==> src/rtl/pipe_pkg.sv <==
// Shared definitions for the CPU pipeline stage registers: stage occupancy
// encoding, the bubble instruction and per-boundary payload widths.
package pipe_pkg;

   typedef enum logic [1:0] {
      ST_EMPTY = 2'd0,
      ST_ONE   = 2'd1,
      ST_TWO   = 2'd2
   } stage_state_e;

   typedef enum logic [1:0] {
      B_FD,
      B_DE,
      B_EM,
      B_MW
   } pipe_boundary_e;

   localparam logic [31:0] NOP_INSTR = 32'h0;

   // F/D carries instr + PC + PC+4; later boundaries carry decoded/ALU results.
   function automatic int payload_w(input pipe_boundary_e b);
      case (b)
         B_FD:    return 96;
         B_DE:    return 160;
         B_EM:    return 128;
         default: return 72;
      endcase
   endfunction

endpackage

==> src/rtl/pipe_stage_reg_if.sv <==
// Valid/ready/payload bundle between two pipeline stages.
interface pipe_stage_reg_if
   import pipe_pkg::*;
#(
   parameter int DATA_W = payload_w(B_FD)
);
   logic              valid;
   logic              ready;
   logic [DATA_W-1:0] data;

   modport master (output valid, output data, input ready);
   modport slave  (input valid, input data, output ready);
endinterface

==> src/rtl/sat_counter.sv <==
// Saturating up-counter for performance-debug events.
module sat_counter #(
   parameter int CNT_W = 16
) (
   input  logic             clk,
   input  logic             reset,
   input  logic             en,
   output logic [CNT_W-1:0] cnt
);

   always_ff @(posedge clk or negedge reset) begin
      if (!reset) begin
         cnt <= '0;
      end else if (en && (cnt != '1)) begin
         cnt <= cnt + CNT_W'(1);
      end
   end

endmodule

==> src/rtl/pipe_stage_reg.sv <==
// Parametrised pipeline stage register with valid/ready handshake, hazard stall,
// flush-to-bubble, optional 2-entry skid buffer and a stall-cycle counter.
module pipe_stage_reg
   import pipe_pkg::*;
#(
   parameter int                DATA_W    = payload_w(B_FD),
   parameter logic [DATA_W-1:0] RESET_VAL = DATA_W'(NOP_INSTR),
   parameter bit                SKID_EN   = 1'b1,
   parameter int                CNT_W     = 16
) (
   input  logic                  clk,
   input  logic                  reset,
   input  logic                  stall,
   input  logic                  flush,
   pipe_stage_reg_if.slave       up,
   pipe_stage_reg_if.master      dn,
   output logic [1:0]            occupancy,
   output logic [CNT_W-1:0]      stall_cnt
);

   stage_state_e      state_q, state_d;
   logic [DATA_W-1:0] data_p0;
   logic [DATA_W-1:0] skid_data_p0;
   logic              vld_p0;
   logic              in_ready;
   logic              xfer_in, xfer_out;
   logic              load_main, load_skid, skid_to_main;

   assign vld_p0    = (state_q != ST_EMPTY);
   assign xfer_in   = up.valid & in_ready;
   assign xfer_out  = vld_p0 & dn.ready & ~stall;

   assign up.ready  = in_ready;
   assign dn.valid  = vld_p0;
   assign dn.data   = data_p0;
   assign occupancy = state_q;

   always_comb begin
      state_d      = state_q;
      load_main    = 1'b0;
      load_skid    = 1'b0;
      skid_to_main = 1'b0;
      unique case (state_q)
         ST_EMPTY: begin
            if (xfer_in) begin
               state_d   = ST_ONE;
               load_main = 1'b1;
            end
         end
         ST_ONE: begin
            if (xfer_in && xfer_out) begin
               load_main = 1'b1;
            end else if (xfer_in) begin
               state_d   = ST_TWO;
               load_skid = 1'b1;
            end else if (xfer_out) begin
               state_d = ST_EMPTY;
            end
         end
         ST_TWO: begin
            if (xfer_out) begin
               state_d      = ST_ONE;
               skid_to_main = 1'b1;
            end
         end
         default: state_d = ST_EMPTY;
      endcase
      // Flush outranks everything, including a concurrent stall or transfer-in.
      if (flush) begin
         state_d      = ST_EMPTY;
         load_main    = 1'b0;
         load_skid    = 1'b0;
         skid_to_main = 1'b0;
      end
   end

   // Stage boundary: main register drives the downstream stage.
   always_ff @(posedge clk or negedge reset) begin
      if (!reset) begin
         state_q <= ST_EMPTY;
         data_p0 <= RESET_VAL;
      end else begin
         state_q <= state_d;
         if (state_d == ST_EMPTY) begin
            data_p0 <= RESET_VAL;
         end else if (load_main) begin
            data_p0 <= up.data;
         end else if (skid_to_main) begin
            data_p0 <= skid_data_p0;
         end
      end
   end

   if (SKID_EN) begin : g_skid
      logic in_ready_q;
      // in_ready is the registered form of !skid_valid & !stall, so the skid
      // absorbs the single word already accepted when backpressure first rises.
      always_ff @(posedge clk or negedge reset) begin
         if (!reset) begin
            in_ready_q   <= 1'b0;
            skid_data_p0 <= RESET_VAL;
         end else begin
            in_ready_q <= (state_d != ST_TWO) & ~stall;
            if (load_skid) begin
               skid_data_p0 <= up.data;
            end
         end
      end
      assign in_ready = in_ready_q;
   end else begin : g_noskid
      assign in_ready     = ~stall & (~vld_p0 | dn.ready);
      assign skid_data_p0 = RESET_VAL;
   end

   sat_counter #(
      .CNT_W (CNT_W)
   ) u_stall_cnt (
      .clk   (clk),
      .reset (reset),
      .en    (stall & vld_p0),
      .cnt   (stall_cnt)
   );

endmodule

==> src/flat_wrapper.sv <==
// flat-port wrapper written by rule: the top's interface ports become plain ports
module pipe_stage_reg_flat import pipe_pkg::*;
#(
   parameter int                DATA_W    = payload_w(B_FD),
   parameter logic [DATA_W-1:0] RESET_VAL = DATA_W'(NOP_INSTR),
   parameter bit                SKID_EN   = 1'b1,
   parameter int                CNT_W     = 16
)
  (clk, reset, stall, flush, occupancy, stall_cnt, up_valid, up_data, up_ready, dn_valid, dn_data, dn_ready);
  pipe_stage_reg_if #(.DATA_W(DATA_W)) up_i ();
  pipe_stage_reg_if #(.DATA_W(DATA_W)) dn_i ();
  input  logic clk;
  input  logic reset;
  input  logic stall;
  input  logic flush;
  output logic [1:0] occupancy;
  output logic [CNT_W-1:0] stall_cnt;
  input wire logic [$bits(up_i.valid)-1:0] up_valid;
  input wire logic [$bits(up_i.data)-1:0] up_data;
  output wire logic [$bits(up_i.ready)-1:0] up_ready;
  output wire logic [$bits(dn_i.valid)-1:0] dn_valid;
  output wire logic [$bits(dn_i.data)-1:0] dn_data;
  input wire logic [$bits(dn_i.ready)-1:0] dn_ready;
  assign up_i.valid = up_valid;
  assign up_i.data = up_data;
  assign up_ready = up_i.ready;
  assign dn_valid = dn_i.valid;
  assign dn_data = dn_i.data;
  assign dn_i.ready = dn_ready;
  pipe_stage_reg #(.DATA_W(DATA_W), .RESET_VAL(RESET_VAL), .SKID_EN(SKID_EN), .CNT_W(CNT_W)) u_core (.clk(clk), .reset(reset), .stall(stall), .flush(flush), .up(up_i), .dn(dn_i), .occupancy(occupancy), .stall_cnt(stall_cnt));
endmodule
==> config.mk <==
export PLATFORM = sky130hd
export DESIGN_NAME = pipe_stage_reg_flat
export DESIGN_NICKNAME = d
export VERILOG_FILES = /design/src/rtl/pipe_pkg.sv /design/src/rtl/pipe_stage_reg_if.sv /design/src/rtl/sat_counter.sv /design/src/rtl/pipe_stage_reg.sv /design/src/flat_wrapper.sv
export SDC_FILE = /design/constraint.sdc
export NUM_CORES = 1
export LEC_CHECK = 0
export BUFFER_PORTS_ARGS = -buffer_cell sky130_fd_sc_hd__buf_2
export CORE_ASPECT_RATIO = 1.25
export CORE_MARGIN = 4
export CORE_UTILIZATION = 35
export DETAILED_ROUTE_END_ITERATION = 10
export GPL_ROUTABILITY_DRIVEN = 1
export SYNTH_ARGS = -nofsm -noshare
export SYNTH_HDL_FRONTEND = slang
export SYNTH_SLANG_ARGS = --single-unit
==> constraint.sdc <==
create_clock -name clk -period 2.95 [get_ports clk]
set_clock_uncertainty 0.2 [all_clocks]
set_input_delay 0.4425 -clock clk [delete_from_list [all_inputs] [get_ports clk]]
set_output_delay 0.4425 -clock clk [all_outputs]
set_load 0.005 [all_outputs]
==> results of run 1 <==
-- sequential cells by signal, summed over array words and instances (netlist names) --
register	flops
u_core.dn.data	96
u_core.skid_data_p0	96
u_core.u_stall_cnt.cnt	16
u_core.occupancy	2
u_core.up.ready	1
-- per-layer routing --
layer	up-vias	routed length (microns)	GRT usage [%]
li1	3249	-	-
met1	3463	10400	20.2
met5	-	0	0
met2	189	12500	28.7
met4	0	610	5.02
met3	43	1350	3.06
-- power by group through the flow --
stage | combinational (mW) | sequential [mW] | clock, mW
detailed placement | 1.20 | 3.57 | 0
CTS | 1.31 | 3.52 | 2.90
finish | 1.28 | 3.53 | 2.80
global route | 1.43 | 3.58 | 3.00
floorplan | 0.783 | 3.53 | 0
global placement | 1.17 | 3.55 | 0
-- stage by stage --
stage	power, mW	instances	utilization [%]
after CTS	7.73	1395	47.8
after detailed placement	4.77	1260	41.5
after floorplan	4.31	730	-
after global placement	4.72	1260	41.5
final	7.61	1395	47.8
after global routing	8.02	1395	47.8
-- cells in the mapped netlist, drive strengths merged, types with 3 or more instances --
cell type	instances
dfrtp	211
a221oi	96
mux2i	96
a211oi	3
and3	3
buf	38
xnor2	3
xor2	11
nor3	7
nand3	8
inv	97
nand4	6
nor2	5
nand2	10
mux2	98
clkbuf	16
-- cell type report --
cell class                      instances  area [sq um]  share of cell area (%)
Tap cell                              345           432                    3.35
Inverter                               97           364                    2.83
Sequential cell                       211          5280                    41.0
Timing Repair Buffer                  337          2380                    18.5
Clock buffer                           34           677                    5.26
Clock inverter                          3          42.5                   0.330
Multi-Input combinational cell        368          3700                    28.8
-- path summary, 6_finish.rpt --
check	end	slack, ns
max	u_core.dn.data[65]$_DFFE_PN0P_	0.47
min	u_core.occupancy[1]$_DFF_PN0_	0.05
max reg2reg	u_core.dn.data[65]$_DFFE_PN0P_	0.56
min reg2reg	u_core.skid_data_p0[85]$_DFFE_PN0P_	0.30
max in group asynchronous	u_core.dn.data[11]$_DFFE_PN0P_	1.50
min in group asynchronous	u_core.dn.data[36]$_DFFE_PN0P_	0.35
-- worst max-delay path: stages --
cell and delay (ns):
dlygate4sd3_1 0.52, buf_2 0.15, nand2b_1 0.22, a211oi_4 0.37, buf_12 0.46, mux2i_1 0.17
a221oi_2 0.28
-- cell families after synthesis --
family / Yosys count / share of synthesized area (%)
flops: 211 / 55.0
mux: 194 / 21.5
buf+inv: 151 / 6.65
compound gates: 103 / 12.0
simple gates: 56 / 3.36
xor+xnor: 14 / 1.28
fa+ha+maj: 1 / 0.130
-- placed cells by master (no fill, tap or decap), types with 2 or more instances in the layout --
| cell | instances |
|---|---|
| buf_2 | 216 |
| dfrtp_1 | 211 |
| mux2_2 | 98 |
| dlygate4sd3_1 | 98 |
| inv_1 | 97 |
| mux2i_1 | 96 |
| a221oi_1 | 56 |
| a221oi_2 | 40 |
| clkbuf_16 | 23 |
| xor2_1 | 11 |
| buf_4 | 11 |
| buf_12 | 11 |
| nand2_1 | 10 |
| nand3_1 | 8 |
| nor3_1 | 7 |
| clkbuf_8 | 7 |
| nand4_1 | 6 |
| clkbuf_1 | 5 |
| nor2_1 | 4 |
| xnor2_1 | 3 |
| and3_1 | 3 |
| nand2b_1 | 2 |
| a211oi_4 | 2 |
| nand3b_1 | 2 |
| and4_1 | 2 |
| and2_1 | 2 |
| nor4_1 | 2 |
==> results.yml, run 1 <==
run_status:
  status: "completed"
logic_synthesis:
  synth_edf_count: 0
  synth_nets: 833
  syn_area_per_cell_sq_um: 13.1
  synth.area.top_cells: "dfrtp_1 55%, mux2_2 12%, mux2i_1 10%"
  yosys_warnings: 0
  synth_area_sq_um: 9590
  ys_seq_elements: 211
  ys_types: 39
  ys.flop_type: "dfrtp_1"
  synth_top_area_cell: "dfrtp_1"
  postSynthCellCount: 730
  synth_top_area_share_pct: 55.0
  yosysSeqAreaShare_pct: 55.0
  synthArstFlopShare_pct: 100
die:
  die_area_sq_um: 30100
  core_sq_um: 26900
  rows: 67
  fp.dieH_microns: 193
  ios: 218
  die_x_microns: 156
  initial_core_util_pct: 35.7
critical_path:
  start_kind: "primary input"
  crit_required_ns: 3.15
  crit_fanout: 65
  reg2regPathDepth: 5
  critPathKind: "primary input to flop"
  rr_startpoint: "u_core.occupancy[1]$_DFF_PN0_"
  end_kind: "flop"
  cp-startpoint: "stall"
  arrival_ns: 2.68
timing:
  setup_viol: 0
  slew_viol_final: 0
  worst_slack_ns: 0.474
  min_period_over_period_pct: 83.9
  worst_pin_slew_ns: 0.758
  clock.fmax_mhz: 404
  hold_viol: 0
  slew_headroom_pct: 49.0
  rsz0062_at_grt: "no"
  layout_min_cycle_time_ns: 2.48
  fin_hold_ws_ns: 0.0533
  setup_tns_ns: 0
pwr:
  pwr-share-clk_pct: 36.8
  intPower_mw: 5.65
  netSwitchingPower_mw: 1.97
  p_per_area_nw_per_um2: 591
  switching_share_pct: 25.8
  leakage_nw: 5.92
  ir_drop_mv: 0.431
  sequentialPowerShare_pct: 46.4
  combPwrFrac_pct: 16.9
route:
  ant_nets: 0
  drt_first_pass_iters: 4
  vias: 6944
  wl_per_cell_microns: 17.8
  vias_per_cell: 4.98
  finalWirelength_mm: 24.8
  drcViolationCount: 0
  drt_iter0_drc: 241
place:
  dp_hpwl_mm: 15.1
  numPortBuffers: 217
  gp_congestion: 0.784
  place_area_sq_um: 11200
  place_ws_ns: 0.492
global_routing:
  grt_usage_pct: 16.3
  grt_first_pass_wirelength_mm: 40.0
  grt-ovfl-total: 0
  antenna_found_initial: 0
  grt_start_max_net_pins: 77
  grt_pass1_vias: 7575
finish:
  final_nets: 1141
  fill_cells: 2417
  antenna_cells: 0
  postLayoutCellArea_sq_um: 12900
  syn2layout_area_growth_pct: 34.2
  drive_above_1_share_pct: 39.5
clocking:
  clock_path_buffers: 3
  clock-root-buffer: "clkbuf_16"
  cts.sinks: 211
  h-tree-depth: 1
  post_cts_buffers: 0
  clk_latency_ns: 0.51
  cts.clk_slew.worst_paths_ns: 0.06
  numCtsBuffers: 23
  ctsResizeCount: 0
  cts_hold_buf: 98
  cts_tree: "done"
min_path:
  hp-start: "flush"
  worstHoldPathType: "primary input to flop"
  hold_depth: 2
job:
  maxCapViolCount: 0
Note: power is estimated with default switching activity, not from simulation.
==> run 2: changes to the inputs <==
==> constraint.sdc (replaced) <==
create_clock -name clk -period 2.3 [get_ports clk]
set_clock_uncertainty 0.2 [all_clocks]
set_input_delay 0.345 -clock clk [delete_from_list [all_inputs] [get_ports clk]]
set_output_delay 0.345 -clock clk [all_outputs]
set_load 0.005 [all_outputs]
==> run 2 against run 1 <==
Net effect: final area up 1.7%; die area unchanged; routed wire length down 0.21%; sequential power up 28%; first-iteration DRC count up 4.1%; critical endpoint is now u_core.dn.data[8]$_DFFE_PN0P_.
==> results.yml, run 2 (synthesis gave the netlist of run 1 again) <==
run_status:
  status: "completed"
pwr:
  ir_drop_mv: 0.551
  p_per_area_nw_per_um2: 759
  leakage_nw: 6.03
job:
  maxCapViolCount: 0
min_path:
  hold_end: "u_core.occupancy[0]$_DFF_PN0_"
  hp-start: "up_valid"
  worstHoldPathType: "primary input to flop"
  hold_depth: 4
clocking:
  clk_latency_ns: 0.50
  h-tree-depth: 1
  numCtsBuffers: 23
  clock-root-buffer: "clkbuf_16"
  cts.sinks: 211
  cts.clk_slew.worst_paths_ns: 0.06
  clock_path_buffers: 3
  cts_tree: "done"
timing:
  rsz0062_at_grt: "no"
  worst_pin_slew_ns: 0.484
  slew_headroom_pct: 67.5
  layout_min_cycle_time_ns: 2.19
  setup_tns_ns: 0
  hold_viol: 0
  setup_viol: 0
  fin_hold_ws_ns: 0.130
  min_period_over_period_pct: 95.0
  slew_viol_final: 0
  worst_slack_ns: 0.115
  clock.fmax_mhz: 458
critical_path:
  rr_endpoint: "u_core.dn.data[8]$_DFFE_PN0P_"
  arrival_ns: 2.38
  end_kind: "flop"
  reg2regPathDepth: 6
  crit_required_ns: 2.49
  rr_startpoint: "u_core.occupancy[1]$_DFF_PN0_"
  critPathKind: "primary input to flop"
  crit_fanout: 24
  start_kind: "primary input"
  r2r_slack_ns: 0.18
die:
  die_x_microns: 156
  rows: 67
  fp.dieH_microns: 193
  ios: 218
  core_sq_um: 26900
  die_area_sq_um: 30100
  initial_core_util_pct: 35.7
finish:
  layout_commonest_cell: "buf_2"
  finalNonFillerCells: 1410
  final_nets: 1154
  multi_input_area_sq_um: 3710
  antenna_cells: 0
  fill_cells: 2371
  regArea_sq_um: 5280
  postLayoutCellArea_sq_um: 13100
  syn2layout_area_growth_pct: 36.5
  drive_above_1_share_pct: 40.7
  layout_common_cells: "216 x buf_2, 210 x dfrtp_1, 99 x dlygate4sd3_1"
global_routing:
  grt_usage_pct: 16.0
  grt_first_pass_wirelength_mm: 39.6
  grt_start_max_net_pins: 53
  grt-ovfl-total: 0
  antenna_found_initial: 0
  grt_pass1_vias: 7413
route:
  wl_per_cell_microns: 17.6
  ant_nets: 0
  drcViolationCount: 0
  vias: 6964
  vias_per_cell: 4.94
  drt_first_pass_iters: 4
  finalWirelength_mm: 24.8
  drt_iter0_drc: 251
place:
  dp_hpwl_mm: 15.4
  place_area_sq_um: 11300
  gp_congestion: 0.817
  place_ws_ns: 0.0459
  numPortBuffers: 217
  place_inst: 1269
[run 2: changes by cell type in the layout (fill, tap and decap cells not counted), sizes merged]
cell,before,now
buf,238,249
dlygate4sd3,98,99
bufinv,1,2
clkinv,1,3
[run 2: power by group]
group | switching (mW) | internal, mW | total (mW)
logic | 0.776 | 0.902 | 1.68
registers | 0.280 | 4.24 | 4.52
clock network | 1.47 | 2.27 | 3.74
total | 2.52 | 7.41 | 9.93
[run 2: critical path: stages]
cell and delay [ns]:
dlygate4sd3_1 0.52, buf_2 0.15, nand2b_1 0.22, a211oi_4 0.28
buf_4 0.18, buf_8 0.27, mux2i_1 0.12, a221oi_1 0.27
[run 2: layout make-up]
class                      instances  share of cell area, %
inverter                          97                   2.78
clock buffer                      33                   5.22
timing repair buffer             350                   19.4
sequential                       211                   40.3
tap                              345                   3.30
clock inverter                     6                  0.631
multi-input combinational        368                   28.3
[run 2: layer usage]
metal,global-route usage [%],vias up,part of all wire (%),routed length (microns)
li1,-,3274,-,-
met1,20.8,3462,42,10400
met2,27.7,186,50,12400
met3,2.99,42,5.9,1460
met4,4.04,0,2.0,497
met5,0,-,0,0
[run 2: how the worst max path moves through the flow]
stage                                        from                        endpoint  slack (ns)
detailed placement                          stall   u_core.dn.data[0]$_DFFE_PN0P_        0.05
finish                                      stall   u_core.dn.data[8]$_DFFE_PN0P_        0.11
global placement                            stall  u_core.dn.data[92]$_DFFE_PN0P_        0.08
floorplan           u_core.occupancy[1]$_DFF_PN0_  u_core.dn.data[55]$_DFFE_PN0P_        0.31
CTS                                         stall   u_core.dn.data[0]$_DFFE_PN0P_        0.06
global route        u_core.occupancy[1]$_DFF_PN0_  u_core.dn.data[24]$_DFFE_PN0P_        0.01
[run 2: timing repair]
| item | CTS | global route |
|---|---|---|
| hold endpoints to repair | 189 | 0 |
| buffers inserted | 0 | 2 |
| setup endpoints to repair | 0 | 25 |
| hold buffers | 99 | 0 |
| resized for setup | 0 | 5 |
[run 2: stage by stage]
stage / util, % / total power [mW]
3_3_place_gp: 42.0 / 6.08
4_1_cts: 48.5 / 10.1
2_1_floorplan: - / 5.53
5_1_grt: 48.7 / 10.5
6_report: 48.7 / 9.93
3_5_place_dp: 42.0 / 6.15
